**config.mk**
```make
export PLATFORM = sky130hd
export DESIGN_NAME = separable_locking_allocator
export DESIGN_NICKNAME = d
export VERILOG_FILES = /design/src/rtl/alloc_pkg.sv /design/src/rtl/separable_locking_allocator_rr.sv /design/src/rtl/separable_locking_allocator.sv
export SDC_FILE = /design/constraint.sdc
export NUM_CORES = 1
export LEC_CHECK = 0
export ABC_AREA = 1
export ABC_CLOCK_PERIOD_IN_PS = 7600
export CAP_MARGIN = 20
export CORE_MARGIN = 1.5
export CORE_UTILIZATION = 57
export DETAILED_ROUTE_END_ITERATION = 12
export PLACE_DENSITY = 0.76
export SYNTH_ARGS = -nofsm -noshare
export SYNTH_HDL_FRONTEND = slang
export SYNTH_HIERARCHICAL = 1
export SYNTH_SLANG_ARGS = --single-unit
```
**constraint.sdc**
```tcl
create_clock -name clk -period 7.6 [get_ports clk]
set_input_delay 1.52 -clock clk [delete_from_list [all_inputs] [get_ports clk]]
set_output_delay 1.52 -clock clk [all_outputs]
set_load 0.005 [all_outputs]
```
**src/rtl/alloc_pkg.sv**
```systemverilog
// Shared types and helpers for the separable locking allocator.
// Covers the arbitration-order selector and the index-width helper.
package alloc_pkg;

  typedef enum logic {INPUT_FIRST_E, OUTPUT_FIRST_E} alloc_mode_t;

  // Width of an index into n items (at least 1 bit).
  function automatic int unsigned idx_w(input int unsigned n);
    return (n > 1) ? $clog2(n) : 1;
  endfunction

endpackage

```
**src/rtl/separable_locking_allocator_rr.sv**
```systemverilog
// Round-robin arbiter whose priority pointer advances only when the caller
// confirms, through update_i, that the granted index survived downstream.
module round_robin_arbiter_upd
  import alloc_pkg::*;
#(
  parameter int AGENTS_NUM = 4
) (
  input  logic                  clk,
  input  logic                  rst,
  input  logic [AGENTS_NUM-1:0] requests_i,
  input  logic [AGENTS_NUM-1:0] update_i,
  output logic [AGENTS_NUM-1:0] grants_o
);

  localparam int IW = idx_w(AGENTS_NUM);

  logic [IW-1:0] ptr_q, ptr_d, win_idx, cand;
  logic          found;

  always_comb begin
    grants_o = '0;
    found    = 1'b0;
    win_idx  = '0;
    cand     = '0;
    for (int k = 0; k < AGENTS_NUM; k++) begin
      cand = IW'((int'(ptr_q) + k) % AGENTS_NUM);
      if (!found && requests_i[cand]) begin
        found   = 1'b1;
        win_idx = cand;
      end
    end
    if (found) grants_o[win_idx] = 1'b1;
  end

  // Kept apart from the grant logic so update_i never feeds back into grants_o.
  always_comb begin
    ptr_d = ptr_q;
    if (found && update_i[win_idx])
      ptr_d = (win_idx == IW'(AGENTS_NUM - 1)) ? '0 : win_idx + IW'(1);
  end

  always_ff @(posedge clk) begin
    if (rst) ptr_q <= '0;
    else     ptr_q <= ptr_d;
  end

endmodule

```
**src/rtl/separable_locking_allocator.sv**
```systemverilog
// Two-stage separable switch allocator with packet-level resource locking;
// arbiter pointers move only for grants that survive both stages.
module separable_locking_allocator
  import alloc_pkg::*;
#(
  parameter int AGENTS_NUM    = 4,
  parameter int RESOURCES_NUM = 6,
  parameter int INPUT_FIRST   = 1
) (
  input  logic                                     clk,
  input  logic                                     rst,
  input  logic [AGENTS_NUM-1:0][RESOURCES_NUM-1:0] requests_i,
  input  logic [AGENTS_NUM-1:0]                    release_i,
  output logic [AGENTS_NUM-1:0][RESOURCES_NUM-1:0] grants_o,
  output logic [RESOURCES_NUM-1:0]                 locked_o
);

  localparam int          RW   = idx_w(RESOURCES_NUM);
  localparam alloc_mode_t MODE = (INPUT_FIRST != 0) ? INPUT_FIRST_E : OUTPUT_FIRST_E;

  logic [AGENTS_NUM-1:0]                    lock_vld_q, lock_vld_d;
  logic [AGENTS_NUM-1:0][RW-1:0]            lock_res_q, lock_res_d;
  logic [AGENTS_NUM-1:0][RESOURCES_NUM-1:0] lock_gnt, mreq, arb;
  logic [RESOURCES_NUM-1:0]                 res_locked;

  always_comb begin
    res_locked = '0;
    lock_gnt   = '0;
    for (int a = 0; a < AGENTS_NUM; a++) begin
      for (int r = 0; r < RESOURCES_NUM; r++) begin
        if (lock_vld_q[a] && (lock_res_q[a] == RW'(r))) begin
          res_locked[r]  = 1'b1;
          lock_gnt[a][r] = requests_i[a][r];
        end
      end
    end
  end

  // Locked rows and columns never reach the arbiters.
  always_comb begin
    mreq = '0;
    for (int a = 0; a < AGENTS_NUM; a++)
      for (int r = 0; r < RESOURCES_NUM; r++)
        mreq[a][r] = requests_i[a][r] & ~lock_vld_q[a] & ~res_locked[r];
  end

  if (MODE == INPUT_FIRST_E) begin : g_if
    logic [AGENTS_NUM-1:0][RESOURCES_NUM-1:0] s1;
    logic [RESOURCES_NUM-1:0][AGENTS_NUM-1:0] s1_t, arb_t;

    for (genvar a = 0; a < AGENTS_NUM; a++) begin : g_s1
      round_robin_arbiter_upd #(.AGENTS_NUM(RESOURCES_NUM)) u_arb (
        .clk(clk), .rst(rst), .requests_i(mreq[a]), .update_i(arb[a]), .grants_o(s1[a]));
    end

    always_comb begin
      s1_t = '0;
      for (int a = 0; a < AGENTS_NUM; a++)
        for (int r = 0; r < RESOURCES_NUM; r++) s1_t[r][a] = s1[a][r];
    end

    for (genvar r = 0; r < RESOURCES_NUM; r++) begin : g_s2
      round_robin_arbiter_upd #(.AGENTS_NUM(AGENTS_NUM)) u_arb (
        .clk(clk), .rst(rst), .requests_i(s1_t[r]), .update_i(arb_t[r]), .grants_o(arb_t[r]));
    end

    always_comb begin
      arb = '0;
      for (int a = 0; a < AGENTS_NUM; a++)
        for (int r = 0; r < RESOURCES_NUM; r++) arb[a][r] = arb_t[r][a];
    end
  end else begin : g_of
    logic [RESOURCES_NUM-1:0][AGENTS_NUM-1:0] mreq_t, s1_t, arb_t;
    logic [AGENTS_NUM-1:0][RESOURCES_NUM-1:0] s1;

    always_comb begin
      mreq_t = '0;
      for (int a = 0; a < AGENTS_NUM; a++)
        for (int r = 0; r < RESOURCES_NUM; r++) mreq_t[r][a] = mreq[a][r];
    end

    for (genvar r = 0; r < RESOURCES_NUM; r++) begin : g_s1
      round_robin_arbiter_upd #(.AGENTS_NUM(AGENTS_NUM)) u_arb (
        .clk(clk), .rst(rst), .requests_i(mreq_t[r]), .update_i(arb_t[r]), .grants_o(s1_t[r]));
    end

    always_comb begin
      s1 = '0;
      for (int a = 0; a < AGENTS_NUM; a++)
        for (int r = 0; r < RESOURCES_NUM; r++) s1[a][r] = s1_t[r][a];
    end

    for (genvar a = 0; a < AGENTS_NUM; a++) begin : g_s2
      round_robin_arbiter_upd #(.AGENTS_NUM(RESOURCES_NUM)) u_arb (
        .clk(clk), .rst(rst), .requests_i(s1[a]), .update_i(arb[a]), .grants_o(arb[a]));
    end

    always_comb begin
      arb_t = '0;
      for (int a = 0; a < AGENTS_NUM; a++)
        for (int r = 0; r < RESOURCES_NUM; r++) arb_t[r][a] = arb[a][r];
    end
  end

  assign grants_o = arb | lock_gnt;
  assign locked_o = res_locked;

  // A lock is taken only by a fresh arbitrated grant that is not also a tail.
  always_comb begin
    lock_vld_d = lock_vld_q;
    lock_res_d = lock_res_q;
    for (int a = 0; a < AGENTS_NUM; a++) begin
      if (lock_vld_q[a]) begin
        if (release_i[a] && (lock_gnt[a] != '0)) lock_vld_d[a] = 1'b0;
      end else if ((arb[a] != '0) && !release_i[a]) begin
        lock_vld_d[a] = 1'b1;
        for (int r = 0; r < RESOURCES_NUM; r++)
          if (arb[a][r]) lock_res_d[a] = RW'(r);
      end
    end
  end

  always_ff @(posedge clk) begin
    if (rst) lock_vld_q <= '0;
    else     lock_vld_q <= lock_vld_d;
  end

  always_ff @(posedge clk) begin
    if (!rst) lock_res_q <= lock_res_d;
  end

endmodule
```
# --- After elaboration in Yosys (flattened, before gate mapping) ---
# Index checks and enable logic that the tools add are counted.
totals:
  ff_bits: 40
  input_bits: 30
  out_inout_bits: 30
  word_cells: 733
classes:
  addsub: 48
  n_div: 24
  n_lt_le_gt_ge: 68
  n_eq_ne: 30
  mux: 332
  bitwise_logic: 60
  n_reduce_logical: 152
op_table:
  columns: ["cell", "count"]
  rows:
  - ["remainder unit 32 x 4 -> 32 bit, second input constant", 20]
  - ["2-to-1 mux 1 bit", 180]
  - ["2-to-1 mux 3 bit", 44]
  - ["remainder unit 4 x 4 -> 32 bit, second input constant", 4]
  - ["< comparator 3 x 4 -> 1 bit, second input constant", 28]
  - ["logical AND 1 bit", 90]
  - ["< comparator 2 x 3 -> 1 bit, second input constant", 30]
  - ["binary-select mux 1 bit (select 3 bit)", 28]
  - ["binary-select mux 1 bit (select 2 bit)", 30]
  - ["2-to-1 mux 2 bit", 30]
  - ["bitwise AND 1 bit", 48]
  - ["nonzero test 6 bit", 8]
  - ["zero test 1 bit", 42]
  - ["== test 3 bit, second input constant", 12]
  - ["adder 3 x 2 -> 4 bit, second input constant", 8]
  - ["adder 3 x 3 -> 4 bit, second input constant", 8]
  - ["adder 2 x 1 -> 2 bit, second input constant", 12]
  - ["adder 2 bit, second input constant", 12]
  - ["== test 3 x 2 -> 1 bit, second input constant", 8]
  - ["2-to-1 mux 4 bit", 6]
  - ["2-to-1 mux 6 bit", 4]
  - ["OR 24 bit", 1]
  - ["adder 3 x 1 -> 4 bit, second input constant", 4]
  - ["AND reduction 4 bit", 4]
  - ["other kinds (10)", 53]

# --- Longest topological paths before layout ---
# Gate-level depths: netlist of the first run.
depth:
  ltp_word: 53
  mapped_depth: 49
  mapped_depth_nobuf: 48

# --- By module ---
# Netlist of the first run, hierarchy kept.
modules_own_cells:
  columns: ["mod", "n_inst", "cells_each", "area_per_inst_um2", "seq_area_each_um2"]
  rows:
  - ["round_robin_arbiter_upd (g_if.g_s1[0].u_arb ...)", 4, 243, 1317.5, 60.1]
  - ["round_robin_arbiter_upd (g_if.g_s2[0].u_arb ...)", 6, 99, 591.8, 40.0]
  - ["separable_locking_allocator", 1, 288, 1615.3, 440.4]

# --- Worst setup path before layout of the first run ---
# OpenSTA, ideal clock, no wires.
synth_path:
  path_type: "input -> output"
  start: "in requests_i[23] in the netlist's numbering"
  end: "out grants_o[12] in the netlist's numbering"
  arrival_ns: 4.263
  t_required_ns: 6.080
  slack_ns: 1.817
  path_stages: 32
  path_cell_list: "nand2_1 nor2_1 inv_1 o21ai_0 inv_1 a21oi_1 nand2_2 nand3_4 inv_1 nand2_1 nand3_1 nand2_1 nand2_2 nor2_1 nor2_2 nor4_1 inv_1 nand2_1 nand2_1 nand2_1 nand2_1 nand2_1 nand2_2 nor2_2 nand2_4 nand2_4 inv_1 ha_1 nand2_1 inv_1 inv_1 nand2_1"
synth_lines:
  columns: ["item", "line_no", "source"]
  rows:
  - ["start, declared", "separable_locking_allocator.sv:12", "input logic [AGENTS_NUM-1:0][RESOURCES_NUM-1:0] requests_i,"]
  - ["end, declared", "separable_locking_allocator.sv:14", "output logic [AGENTS_NUM-1:0][RESOURCES_NUM-1:0] grants_o,"]

==> Flow_metrics.wiki, run 1 <==
{| class="wikitable"
! Metric !! Value
|-
| Max-Slew Margin vs Limit || 40.22%
|-
| Starting Density || 58.10%
|-
| Initial antenna violation count || 0
|-
| TritonCTS clock tree || yes
|-
| Fill cell count || 1759
|-
| Fraction of the yosys area taken by sequential cells || 8.824%
|-
| Net count after synthesis || 1948
|-
| Gp weighted congestion || 0.9944
|-
| Hold WS || 580.9 ps
|-
| Final net count || 2024
|-
| Met3 routed WL || 1845 um
|-
| Diode insertion count for antenna repair || 0
|-
| Post-DP HPWL || 24040 um
|-
| CP max FO || 6
|-
| Actual transition at the worst max-transition pin || 895.8 ps
|-
| Number of ports placed on the die boundary || 60
|-
| Std-Cell Core Area || 17960 um2
|-
| Level count of the clock H-tree || 2
|-
| Number of enable-type register cells in the synthesized netlist || 12
|-
| Top cells by area, synth || sky130_fd_sc_hd__nand2_1, sky130_fd_sc_hd__inv_1, sky130_fd_sc_hd__nand3_1, sky130_fd_sc_hd__ha_1, sky130_fd_sc_hd__nand2_2
|-
| Leading area contributor after synthesis || sky130_fd_sc_hd__nand2_1
|-
| Cell variety after synth || 37
|-
| Number of buffers added on ports || 59
|-
| Hold Violations, Final || 0
|-
| Endpoint kind of the worst setup timing path || primary output
|-
| Die area || 19130 um2
|-
| Post-route minimum period || 7334 ps
|-
| Clk Latency, worst-skew pair || 310 ps
|-
| Average wire per standard cell || 13.33 um
|-
| First-pass GRT wire length || 47100 um
|-
| Setup violations, final || 0
|-
| Overall die height || 138.3 um
|-
| Achievable Freq || 136.4 MHz
|-
| Top layer used by detailed routing || met4
|-
| CP Launch Type || input port
|-
| Layout overhead on the synthesized area || 10.99%
|-
| DR vias/cell || 5.302
|-
| Crit-path most repeated cell || sky130_fd_sc_hd__nand2_1
|-
| Clock Path Buffers || 2
|-
| Number of hold buffers added after CTS || 0
|-
| Post-CTS setup-driven buffer insertion count || 0
|-
| Number of cell rows || 49
|-
| Clock-pin slew reported for the worst setup and hold paths after clock tree synthesis || 60 ps
|-
| Detail Route Antenna Nets || 0
|-
| CP Data Required Time || 6080 ps
|-
| Crit path largest cell delay || 500 ps
|-
| Worst Clk Skew || 9.877 ps
|-
| Share of final-layout standard cells stronger than drive strength 1 || 18.54%
|-
| Period Utilization, post-route || 96.50%
|-
| Final wirelength || 28780 um
|-
| Area of all placed cells without fillers || 11580 um2
|-
| Cell with the most instances after synthesis || sky130_fd_sc_hd__nand2_1
|-
| Syn_area_per_cell || 5.629 um2
|-
| Final max-slew violation count || 0
|-
| Most instantiated flip-flop cell in the synthesis netlist || sky130_fd_sc_hd__dfxtp_1
|-
| Number of clock sinks seen by CTS || 40
|-
| PnR worst setup slack || 266.1 ps
|-
| Routed wl met2 || 13060 um
|-
| Most common library cells after synthesis || sky130_fd_sc_hd__nand2_1, sky130_fd_sc_hd__inv_1, sky130_fd_sc_hd__nand3_1, sky130_fd_sc_hd__nor2_1, sky130_fd_sc_hd__nand2_2
|-
| Max-cap violations || 0
|-
| Worst slack after detailed placement || 118.7 ps
|-
| Largest net degree at the start of global routing || 21
|-
| Run status || finished, final reports clean
|-
| Setup slack, reg-to-reg || 2070 ps
|-
| Synthesis Warnings || 6
|-
| 1st-pass router iterations || 5
|-
| Number of DRC violations after detailed-routing iteration 0 || 772
|-
| Met1 wire length || 13070 um
|-
| Global Route Usage Sum || 29.49%
|-
| Vias after detailed routing || 11450
|-
| Die span in x || 138.3 um
|-
| Total of flip-flops plus latches after synthesis || 40
|-
| Post-Syn Area || 10440 um2
|-
| Number of design rule violations left after detail routing || 0
|-
| Area share of the leading cell type in the synthesized netlist || 22.77%
|-
| Fraction of synthesis flops using an asynchronous set or reset pin || 0%
|-
| Cells after synthesis || 1854
|-
| CP Class || in2out
|-
| Clk root buf || sky130_fd_sc_hd__clkbuf_16
|-
| TritonCTS buffer count || 5
|-
| Worst min-delay path category || reg2reg
|-
| Cell with the largest stage delay on the worst path || sky130_fd_sc_hd__clkdlybuf4s50_1
|-
| Leftover overflow at the end of global routing || 0
|-
| Cell area reported after detailed placement || 11350 um2
|-
| Arrival time of data at the critical path endpoint || 5810 ps
|-
| Vias in the first global route || 9993
|}
-- sequential cells by signal, summed over array words and instances, names as in the netlist --
name	count
g_if.g_s2.u_arb/ptr_q	12
lock_vld_q	4
g_if.g_s1.u_arb/ptr_q	12
lock_res_q	12
-- repair_timing --
| item | CTS | global route |
|---|---|---|
| gates resized for setup | 0 | 23 |
| endpoints found under the hold margin | 0 | 0 |
| setup endpoints to repair | 0 | 21 |
-- final timing paths --
kind                                                  start                          end  cells past startpoint
worst max-delay path                          requests_i[5]                  grants_o[0]                     34
worst min-delay path            g_if.g_s1[2].u_arb/ptr_q[1]  g_if.g_s1[2].u_arb/ptr_q[1]                      2
worst max register to register  g_if.g_s1[1].u_arb/ptr_q[1]                lock_res_q[0]                     40
worst min register to register  g_if.g_s1[2].u_arb/ptr_q[1]  g_if.g_s1[2].u_arb/ptr_q[1]                      2
-- metal layers --
layer  global-route usage (%)  vias to the layer above
li1                         -                     5933
met1                    39.41                     5115
met2                    49.04                      358
met3                    4.122                       47
met4                    9.307                        0
met5                        0                        -
-- through the flow --
step / instances / utilization (%) / TNS (ps)
floorplan: 1854 / - / 0
global placement: 2152 / 63.16 / 0
detailed placement: 2152 / 63.16 / 0
CTS: 2160 / 64.12 / 0
global route: 2160 / 64.48 / -70.70
finish: 2160 / 64.48 / 0
-- area by class of cell --
type,count,area (um2),share of cell area (%)
Tap cell,229,286.5,2.474
Multi-Input combinational cell,1431,8033,69.35
Inverter,365,1370,11.83
Timing Repair Buffer,87,800.8,6.913
Clock buffer,5,125.1,1.080
Clock inverter,3,47.55,0.4105
Sequential cell,40,920.9,7.950
-- layout by cell type (no fill, tap or decap), drive strengths merged, types with 28 or more instances in the layout --
| cell | instances |
|---|---|
| nand4 | 43 |
| dfxtp | 28 |
| a21oi | 37 |
| nand3 | 251 |
| o21ai | 59 |
| nand2 | 773 |
| buf | 28 |
| ha | 64 |
| nor2 | 160 |
| inv | 365 |
| clkdlybuf4s50 | 59 |
-- logic make-up (layout without fill, tap and decap cells) --
kind of cell / Yosys count / in the layout / share of synthesized area (%)
simple gates: 1247 / 1247 / 60.98
buf+inv: 383 / 460 / 14.83
compound gates: 120 / 120 / 7.697
fa+ha+maj: 64 / 64 / 7.673
flops: 40 / 40 / 8.824
-- critical path: cells and delay by family --
kind,cells,cell delay (ps)
AO/OA/AOI/OAI,1,260
adder cells (fa/ha/maj),1,140
AND/OR/NAND/NOR,21,2150
buffers and inverters,11,1730
Power of run 1 is not shown: default switching activity piles up to over one toggle a cycle in this logic, so the estimate is an artifact.
==> inputs of run 2 (changes only) <==
--- a/config.mk
+++ b/config.mk
@@ -6,12 +6,12 @@
 export NUM_CORES = 1
 export LEC_CHECK = 0
 export ABC_AREA = 1
-export ABC_CLOCK_PERIOD_IN_PS = 7600
+export ABC_CLOCK_PERIOD_IN_PS = 6400
 export CAP_MARGIN = 20
 export CORE_MARGIN = 1.5
 export CORE_UTILIZATION = 57
 export DETAILED_ROUTE_END_ITERATION = 12
-export PLACE_DENSITY = 0.76
+export PLACE_DENSITY = 0.79
 export SYNTH_ARGS = -nofsm -noshare
 export SYNTH_HDL_FRONTEND = slang
 export SYNTH_HIERARCHICAL = 1
==> constraint.sdc (replaced) <==
create_clock -name clk -period 6.4 [get_ports clk]
set_input_delay 1.28 -clock clk [delete_from_list [all_inputs] [get_ports clk]]
set_output_delay 1.28 -clock clk [all_outputs]
set_load 0.005 [all_outputs]
==> Flow_metrics.wiki, run 2 (same netlist as run 1, synthesis figures left out) <==
{| class="wikitable"
! Metric !! Value
|-
| Critical Path Source || requests_i[7]
|-
| Actual transition at the worst max-transition pin || 728.2 ps
|-
| Number of ports placed on the die boundary || 60
|-
| Max-Slew Margin vs Limit || 51.45%
|-
| Register-to-Register Path Depth || 42
|-
| Diode insertion count for antenna repair || 0
|-
| Finished Core Util || 77.86%
|-
| Leftover overflow at the end of global routing || 0
|-
| Vias after detailed routing || 12780
|-
| Hold Violations, Final || 0
|-
| Final max-slew violation count || 0
|-
| Gp weighted congestion || 0.9822
|-
| Period Utilization, post-route || 98.51%
|-
| Post-DP HPWL || 25800 um
|-
| Worst Clk Skew || 5.710 ps
|-
| Setup slack, reg-to-reg || 980 ps
|-
| Crit path largest cell delay || 340 ps
|-
| CP Data Required Time || 5120 ps
|-
| TritonCTS clock tree || yes
|-
| Initial antenna violation count || 0
|-
| DR vias/cell || 5.382
|-
| Layout overhead on the synthesized area || 34.01%
|-
| Die span in x || 138.3 um
|-
| Cell area reported after detailed placement || 12670 um2
|-
| Capture point of the worst reg-to-reg path || lock_res_q[1]
|-
| Final net count || 2238
|-
| CP max FO || 5
|-
| Post-Route Setup TNS || 0 ps
|-
| Worst min-delay path category || reg2reg
|-
| Number of DRC violations after detailed-routing iteration 0 || 906
|-
| Std-Cell Core Area || 17960 um2
|-
| Number of clock sinks seen by CTS || 40
|-
| Arrival time of data at the critical path endpoint || 5020 ps
|-
| Final wirelength || 33820 um
|-
| Area of all placed cells without fillers || 13990 um2
|-
| Vias in the first global route || 11580
|-
| CP Class || in2out
|-
| 1st-pass router iterations || 6
|-
| Clk root buf || sky130_fd_sc_hd__clkbuf_16
|-
| Clk Latency, worst-skew pair || 310 ps
|-
| Share of final-layout standard cells stronger than drive strength 1 || 35.48%
|-
| Die area || 19130 um2
|-
| Global Route Usage Sum || 32.94%
|-
| Most common cell after layout, fill and taps aside || sky130_fd_sc_hd__nand2_1
|-
| Max-cap violations || 0
|-
| Number of buffers added on ports || 59
|-
| Number of hold buffers added after CTS || 0
|-
| Critical R2R Launch || lock_res_q[11]
|-
| Average wire per standard cell || 14.25 um
|-
| Post-route minimum period || 6305 ps
|-
| Total placed cells including tap cells || 2323
|-
| Achievable Freq || 158.6 MHz
|-
| Clock-pin slew reported for the worst setup and hold paths after clock tree synthesis || 70 ps
|-
| Number of design rule violations left after detail routing || 0
|-
| Cell Count, Final, Fillers Out || 2374
|-
| Detail Route Antenna Nets || 0
|-
| Crit-path most repeated cell || sky130_fd_sc_hd__nand2_1
|-
| Fill cell count || 1377
|-
| Run status || finished, final reports clean
|-
| Starting Density || 58.10%
|-
| Level count of the clock H-tree || 2
|-
| Capturing instance or port of the critical path || grants_o[0]
|-
| Cell with the largest stage delay on the worst path || sky130_fd_sc_hd__nor4_4
|-
| Commonest cells after routing, fill and taps aside || sky130_fd_sc_hd__nand2_1, sky130_fd_sc_hd__inv_1, sky130_fd_sc_hd__buf_4
|-
| Overall die height || 138.3 um
|-
| First-pass GRT wire length || 52980 um
|-
| Endpoint kind of the worst setup timing path || primary output
|-
| Setup violations, final || 0
|-
| TritonCTS buffer count || 5
|-
| Largest net degree at the start of global routing || 20
|-
| Largest registers || g_if.g_s1.u_arb/ptr_q (12), g_if.g_s2.u_arb/ptr_q (12), lock_res_q (12)
|-
| CP Launch Type || input port
|-
| Number of cell rows || 49
|-
| Clock Path Buffers || 2
|}
run 2: cell count changes in the layout (fill, tap and decap cells not counted), moves of 24 or more:
cell and change:
sky130_fd_sc_hd__nand2_2 +53, sky130_fd_sc_hd__nand2_1 -63, sky130_fd_sc_hd__buf_4 +207, sky130_fd_sc_hd__inv_1 -40, sky130_fd_sc_hd__inv_2 +31, sky130_fd_sc_hd__dlymetal6s2s_1 +24, sky130_fd_sc_hd__clkdlybuf4s50_1 -48
run 2: cell type report:
cell class | count | area, um2 | share of cell area (%)
clock buffers | 5 | 125.1 | 0.8946
clock inverters | 3 | 42.54 | 0.3042
flip-flops and latches | 40 | 940.9 | 6.728
inverters | 365 | 1395 | 9.975
well taps | 229 | 286.5 | 2.049
repair buffers | 301 | 2484 | 17.76
multi-input cells | 1431 | 8712 | 62.29
run 2: metal layers:
layer / vias up / GRT usage [%] / share of wire, %
li1: 6378 / - / -
met5: - / 0 / 0
met3: 127 / 4.815 / 7.4
met4: 0 / 13.02 / 4.9
met2: 524 / 56.77 / 47
met1: 5749 / 41.28 / 41
run 2: timing repair:
action	in CTS	in global routing
buffers inserted	10	33
pin swaps	33	114
resized for setup	128	207
setup endpoints to repair	24	24
run 2: stage by stage:
step / worst slack, ps / hold WS, ps
global route: -52.59 / 584.9
finish: 95.18 / 538.0
global placement: -515.3 / 542.0
detailed placement: -634.1 / 545.5
CTS: -84.43 / 555.3
floorplan: 1097 / 541.8
run 2: critical path: cells and delay by family:
| family | cells | cell delay, ps |
|---|---|---|
| AND/OR/NAND/NOR | 20 | 1920 |
| adder cells (fa/ha/maj) | 1 | 180 |
| buffers and inverters | 12 | 1370 |
| AO/OA/AOI/OAI | 2 | 250 |
run 2: worst min-delay path by stage:
stage	startpoint	end	slack, ps	depth (start not counted)
5_1_grt	g_if.g_s1[0].u_arb/ptr_q[1]	g_if.g_s1[0].u_arb/ptr_q[1]	580	2
2_1_floorplan	g_if.g_s1[0].u_arb/ptr_q[1]	g_if.g_s1[0].u_arb/ptr_q[1]	540	2
3_3_place_gp	g_if.g_s1[3].u_arb/ptr_q[0]	g_if.g_s1[3].u_arb/ptr_q[0]	540	2
3_5_place_dp	g_if.g_s1[3].u_arb/ptr_q[0]	g_if.g_s1[3].u_arb/ptr_q[0]	550	2
6_report	g_if.g_s1[3].u_arb/ptr_q[0]	g_if.g_s1[3].u_arb/ptr_q[0]	540	2
4_1_cts	g_if.g_s1[3].u_arb/ptr_q[0]	g_if.g_s1[3].u_arb/ptr_q[0]	560	2
Power of run 2 is left out for the same reason.
